===== src/rtl/hex_ascii_streamer.sv =====
// hex_ascii_streamer
// Captures one WIDTH-bit word and streams its hex text one ASCII character per
// valid/ready handshake, most significant nibble first. An optional "0x"
// prefix, an optional CR/LF suffix and the letter case are fixed by parameters.
// All outputs come straight from flops. Each one is loaded from the value the
// FSM will hold after the edge, so a stalled character never changes.
module hex_ascii_streamer #(
  parameter int WIDTH      = 32,
  parameter int PREFIX_EN  = 0,
  parameter int NEWLINE_EN = 1,
  parameter int UPPERCASE  = 1
) (
  input  logic             clk,
  input  logic             rst_n,
  input  logic             in_valid,
  output logic             in_ready,
  input  logic [WIDTH-1:0] in_data,
  output logic             out_valid,
  input  logic             out_ready,
  output logic [7:0]       out_char,
  output logic             out_last,
  output logic             busy
);

  localparam int NDIG = WIDTH / 4;
  localparam int CW   = (NDIG > 1) ? $clog2(NDIG) : 1;
  localparam logic [CW-1:0] CNT_TOP = CW'(NDIG - 1);

  typedef enum logic [2:0] {
    S_IDLE = 3'd0,
    S_PFX0 = 3'd1,
    S_PFX1 = 3'd2,
    S_DIG  = 3'd3,
    S_CR   = 3'd4,
    S_LF   = 3'd5
  } state_t;

  // Map one nibble to its ASCII hex digit in the configured case.
  function automatic logic [7:0] nib_to_ascii(input logic [3:0] nib);
    logic [7:0] base;
    if (nib < 4'd10) begin
      base = 8'h30;
      return base + {4'h0, nib};
    end else begin
      base = (UPPERCASE != 0) ? 8'h41 : 8'h61;
      return base + {4'h0, nib} - 8'd10;
    end
  endfunction

  // Select nibble number cnt of the word (nibble 0 = least significant).
  function automatic logic [3:0] sel_nibble(input logic [WIDTH-1:0] word,
                                            input logic [CW-1:0]    cnt);
    logic [3:0] nib;
    nib = 4'h0;
    for (int i = 0; i < NDIG; i++) begin
      if (cnt == CW'(i)) begin
        nib = word[4*i +: 4];
      end else begin
        nib = nib;
      end
    end
    return nib;
  endfunction

  state_t           r_state;
  logic [WIDTH-1:0] r_word;
  logic [CW-1:0]    r_cnt;
  logic             r_out_valid;
  logic [7:0]       r_out_char;
  logic             r_out_last;
  logic             r_in_ready;
  logic             r_busy;

  state_t           w_state_nxt;
  logic [WIDTH-1:0] w_word_nxt;
  logic [CW-1:0]    w_cnt_nxt;
  logic             w_out_valid_nxt;
  logic [7:0]       w_out_char_nxt;
  logic             w_out_last_nxt;
  logic             w_accept_in;
  logic             w_accept_out;

  assign w_accept_in  = in_valid && r_in_ready;
  assign w_accept_out = r_out_valid && out_ready;

  // State register: FSM state, captured word and digit counter.
  always_ff @(posedge clk) begin
    if (!rst_n) begin
      r_state <= S_IDLE;
      r_word  <= '0;
      r_cnt   <= '0;
    end else begin
      r_state <= w_state_nxt;
      r_word  <= w_word_nxt;
      r_cnt   <= w_cnt_nxt;
    end
  end

  // Next-state logic. An emit state advances only when its character is accepted.
  always_comb begin
    w_state_nxt = r_state;
    w_word_nxt  = r_word;
    w_cnt_nxt   = r_cnt;
    case (r_state)
      S_IDLE: begin
        if (w_accept_in) begin
          w_word_nxt  = in_data;
          w_cnt_nxt   = CNT_TOP;
          w_state_nxt = (PREFIX_EN != 0) ? S_PFX0 : S_DIG;
        end else begin
          w_state_nxt = S_IDLE;
        end
      end
      S_PFX0: begin
        if (w_accept_out) w_state_nxt = S_PFX1;
        else              w_state_nxt = S_PFX0;
      end
      S_PFX1: begin
        if (w_accept_out) w_state_nxt = S_DIG;
        else              w_state_nxt = S_PFX1;
      end
      S_DIG: begin
        if (w_accept_out && (r_cnt == {CW{1'b0}})) begin
          w_state_nxt = (NEWLINE_EN != 0) ? S_CR : S_IDLE;
        end else if (w_accept_out) begin
          w_cnt_nxt = r_cnt - {{(CW-1){1'b0}}, 1'b1};
        end else begin
          w_state_nxt = S_DIG;
        end
      end
      S_CR: begin
        if (w_accept_out) w_state_nxt = S_LF;
        else              w_state_nxt = S_CR;
      end
      S_LF: begin
        if (w_accept_out) w_state_nxt = S_IDLE;
        else              w_state_nxt = S_LF;
      end
      default: begin
        w_state_nxt = S_IDLE;
      end
    endcase
  end

  // Output decode. It works from the next state, so the output flops already
  // hold the character belonging to the state being entered.
  always_comb begin
    w_out_valid_nxt = (w_state_nxt != S_IDLE);
    w_out_char_nxt  = 8'h00;
    w_out_last_nxt  = 1'b0;
    case (w_state_nxt)
      S_IDLE: begin
        w_out_char_nxt = 8'h00;
      end
      S_PFX0: begin
        w_out_char_nxt = 8'h30;
      end
      S_PFX1: begin
        w_out_char_nxt = 8'h78;
      end
      S_DIG: begin
        w_out_char_nxt = nib_to_ascii(sel_nibble(w_word_nxt, w_cnt_nxt));
        if ((NEWLINE_EN == 0) && (w_cnt_nxt == {CW{1'b0}})) w_out_last_nxt = 1'b1;
        else                                                 w_out_last_nxt = 1'b0;
      end
      S_CR: begin
        w_out_char_nxt = 8'h0D;
      end
      S_LF: begin
        w_out_char_nxt = 8'h0A;
        w_out_last_nxt = 1'b1;
      end
      default: begin
        w_out_char_nxt = 8'h00;
      end
    endcase
  end

  // Output registers for the stream and the handshake status.
  always_ff @(posedge clk) begin
    if (!rst_n) begin
      r_out_valid <= 1'b0;
      r_out_char  <= 8'h00;
      r_out_last  <= 1'b0;
      r_in_ready  <= 1'b1;
      r_busy      <= 1'b0;
    end else begin
      r_out_valid <= w_out_valid_nxt;
      r_out_char  <= w_out_char_nxt;
      r_out_last  <= w_out_last_nxt;
      r_in_ready  <= (w_state_nxt == S_IDLE);
      r_busy      <= (w_state_nxt != S_IDLE);
    end
  end

  assign out_valid = r_out_valid;
  assign out_char  = r_out_char;
  assign out_last  = r_out_last;
  assign in_ready  = r_in_ready;
  assign busy      = r_busy;

endmodule


===== config.mk =====
export PLATFORM = sky130hd
export DESIGN_NAME = hex_ascii_streamer
export DESIGN_NICKNAME = d
export VERILOG_FILES = /design/src/rtl/hex_ascii_streamer.sv
export SDC_FILE = /design/constraint.sdc
export NUM_CORES = 1
export LEC_CHECK = 0
export BUFFER_PORTS_ARGS = -buffer_cell sky130_fd_sc_hd__buf_2
export CAP_MARGIN = 20
export CORE_UTILIZATION = 52
export DETAILED_ROUTE_END_ITERATION = 12
export GPL_ROUTABILITY_DRIVEN = 0
export HOLD_SLACK_MARGIN = 0.15
export PLACE_DENSITY_LB_ADDON = 0.2
export RECOVER_POWER = 100
export SLEW_MARGIN = 20
export SYNTH_ARGS = -nofsm -noshare
export SYNTH_HDL_FRONTEND = slang
export SYNTH_SLANG_ARGS = --single-unit

===== constraint.sdc =====
create_clock -name clk -period 4.2 [get_ports clk]
set_clock_uncertainty 0.2 [all_clocks]
set_input_delay 0.63 -clock clk [delete_from_list [all_inputs] [get_ports clk]]
set_output_delay 0.63 -clock clk [all_outputs]
set_load 0.02 [all_outputs]

==> impl_metrics.toml <==
[timing]
slew_viol_final = 0
min_period_over_period_pct = 90.4
max_freq_mhz = 263
slew_headroom_pct = 51.3
setup_viol = 0
final.setup.tns_ns = 0
worst_slew_pin_slew_ns = 0.723
rsz0062_at_grt = "false"
finalHoldViolations = 0
period_minus_slack_ns = 3.80

[synth]
synth.most_common_cell = "nand2_1"
yosysSeqAreaShare_pct = 37.0
synthTopCellsByCount = "68 x nand2_1, 48 x dfxtp_1, 29 x a21boi_0"
syn_nets = 348
syn_avg_cell_area_um2 = 8.44
yosys.area.top_type_share_pct = 37.0
synth_warnings = 0
syn_inst = 308
synth.area.top_cells = "dfxtp_1 37%, nand2_1 9.8%, a21boi_0 8.4%, and2_1 2.4%, a21oi_1 2.1%"
synth_seq_cells = 48
synth_cell_types = 65
synth_top_area_cell = "dfxtp_1"
async_flop_share_pct = 0
synth_edf_count = 0
synth_area_mm2 = 0.00260
synth-main-ff-cell = "dfxtp_1"

[floorplan]
die_y_um = 72.7
ios = 48
initial_core_util_pct = 54.7
dieArea_mm2 = 0.00528
coreArea_mm2 = 0.00475
num_rows = 25
die_w_um = 72.7

[global_routing]
grt_pass1_wl_um = 10100
grt-busiest-layer = "met2"
track_usage_pct = 24.6
overflow = 0
use_met1_pct = 31.9
grt_pass1_vias = 2187
grt_max_degree = 40
grtUsageMet3_pct = 4.42
antenna_found_initial = 0
met2_usage_pct = 39.6

[worst_setup_path]
timing.rr.end = "out_char[4]"
worstPathRequired_ns = 4.16
critPathLaunchType = "flop"
worstSetupPathType = "reg -> reg"
path_cells = "inv_1, ha_1, nor2b_4, nor3_4, mux2i_1, o21ai_0, o22a_1, a21oi_2, inv_1, ha_1, o21ai_0, a41oi_1"
rr_startpoint = "r_cnt[0]"
cp.arrival_ns = 3.76
r2r_slack_ns = 0.40
cp_slowest_cell = "dfxtp_1"
cp_num_buf_inv = 2
end_kind = "flop"
r2r.worst_path.cells = 12
cp_max_fo = 12
startpoint = "r_cnt[0]"
crit_family = "compound AO/OA/AOI/OAI gates"
cpPeakStageDelay_ns = 0.57

[pwr]
leakage_nw = 1.13
p_per_area_mw_per_mm2 = 612
vdd_ir_drop_max_mv = 0.317
total_power_mw = 1.79

[cts]
cts_max_level = 2
clk_latency_ns = 0.31
cts_hold_buf = 0
cts_resized = 0
cts_tree = "done"
cts_made_buffers = 5
cts_buffer_depth = 2
cts.sinks = 48
post_cts_buffers = 0
root_buffer = "clkbuf_8"
path_clk_slew_ns = 0.09

[detailed_routing]
wire_per_inst_um = 14.7
vias_per_cell = 5.68
vias = 2361
dr.pass1.iters = 4
drt_wl_total_um = 6130
antenna_left = 0
drcViolationCount = 0
initialDrtViolationCount = 156

[finish]
area_growth_pct = 12.8
finalNonFillerCells = 416
n_antenna_cell = 0
drive_gt1_share_pct = 17.8
utilization_pct = 61.7
fill_cells = 478
nets = 388
fin_area_mm2 = 0.00293

[place]
place_area_mm2 = 0.00285
port_buffers = 46
dp.cells = 408
hpwl_um = 4410

[hold_path]
hp-class = "reg -> reg"
whs_path_depth = 2
hold-path-endpoint = "r_word[10]"
hp-start = "r_word[10]"

[flow_run]
cap_violations = 0

[status]
status = "completed"
[routing by layer]
metal  routed length [µm]  up-vias
met3                  267       12
met2                 2930       64
met5                    0        -
li1                     -     1191
met1                 2800     1094
met4                  131        0
[registers in the layout, indices dropped and copies added, names as in the netlist]
signal,cells
r_word,32
in_ready,1
out_char,7
out_last,1
r_cnt,3
busy,1
r_state,3
[final cells by class]
class / count / area [µm²] / area share, %
flip-flops and latches: 48 / 961 / 32.8
inverters: 10 / 37.5 / 1.28
well taps: 67 / 83.8 / 2.86
clock inverters: 2 / 13.8 / 0.469
repair buffers: 50 / 243 / 8.28
clock buffers: 6 / 82.6 / 2.82
multi-input cells: 233 / 1510 / 51.5
[worst max-delay path by stage]
stage	endpoint	slack, ns	cells past startpoint
2_1_floorplan	out_char[0]	1.21	12
3_3_place_gp	out_char[1]	0.70	12
3_5_place_dp	out_char[1]	0.56	12
4_1_cts	out_char[1]	0.52	12
5_1_grt	out_char[4]	0.13	12
6_report	out_char[4]	0.40	12
[kinds of logic (layout without fill, tap and decap cells)]
group,count (synthesis),in the layout,synth area share (%)
xor gates and xnor gates,1,1,0.337
and+or+nand+nor,126,126,25.0
buffers and inverters,27,68,4.91
DFF,48,48,37.0
muxes,9,9,3.80
other,1,1,0.144
adders and majority gates,4,4,1.93
AOI/OAI and AO/OA,92,92,26.9
[through the flow]
step	hold WS, ns	setup slack (ns)
2_1_floorplan	0.239	1.21
3_3_place_gp	0.253	0.698
3_5_place_dp	0.262	0.563
4_1_cts	0.277	0.518
5_1_grt	0.300	0.128
6_report	0.277	0.403
[placed cells by master, fill, tap and decap left out, types with 3 or more instances in the layout]
cell type  netlist  layout
clkbuf_1        12      12
a211o_1          3       3
dfxtp_1         48      48
and2_0           0       3
clkbuf_8         0       6
and2_1          10       7
a31oi_1          4       4
nand3_1          8       8
a211oi_1         6       6
nand2_1         68      68
nor4_1           4       4
nor2_1           8       8
mux2i_1          5       5
ha_1             4       4
o21ai_0          6       8
a41oi_1          3       3
nand4_1          4       4
buf_2            0      35
inv_1           10      10
nor3_1           5       5
buf_4            3       3
a21boi_0        29      29
a21oi_1         11      11
[worst reg2reg max path, cell delays in order (launching register included)]
cell     delay [ns]
dfxtp_1        0.57
inv_1          0.23
ha_1           0.31
nor2b_4        0.19
nor3_4         0.33
mux2i_1        0.42
o21ai_0        0.15
o22a_1         0.24
a21oi_2        0.26
inv_1          0.13
ha_1           0.23
o21ai_0        0.25
a41oi_1        0.14
[where the power goes]
part,switching (mW),internal [mW],total (mW)
combinational,0.557,0.303,0.860
sequential,0.0834,0.550,0.633
clock,0.167,0.135,0.302
Power figures use the tool's default switching activity.
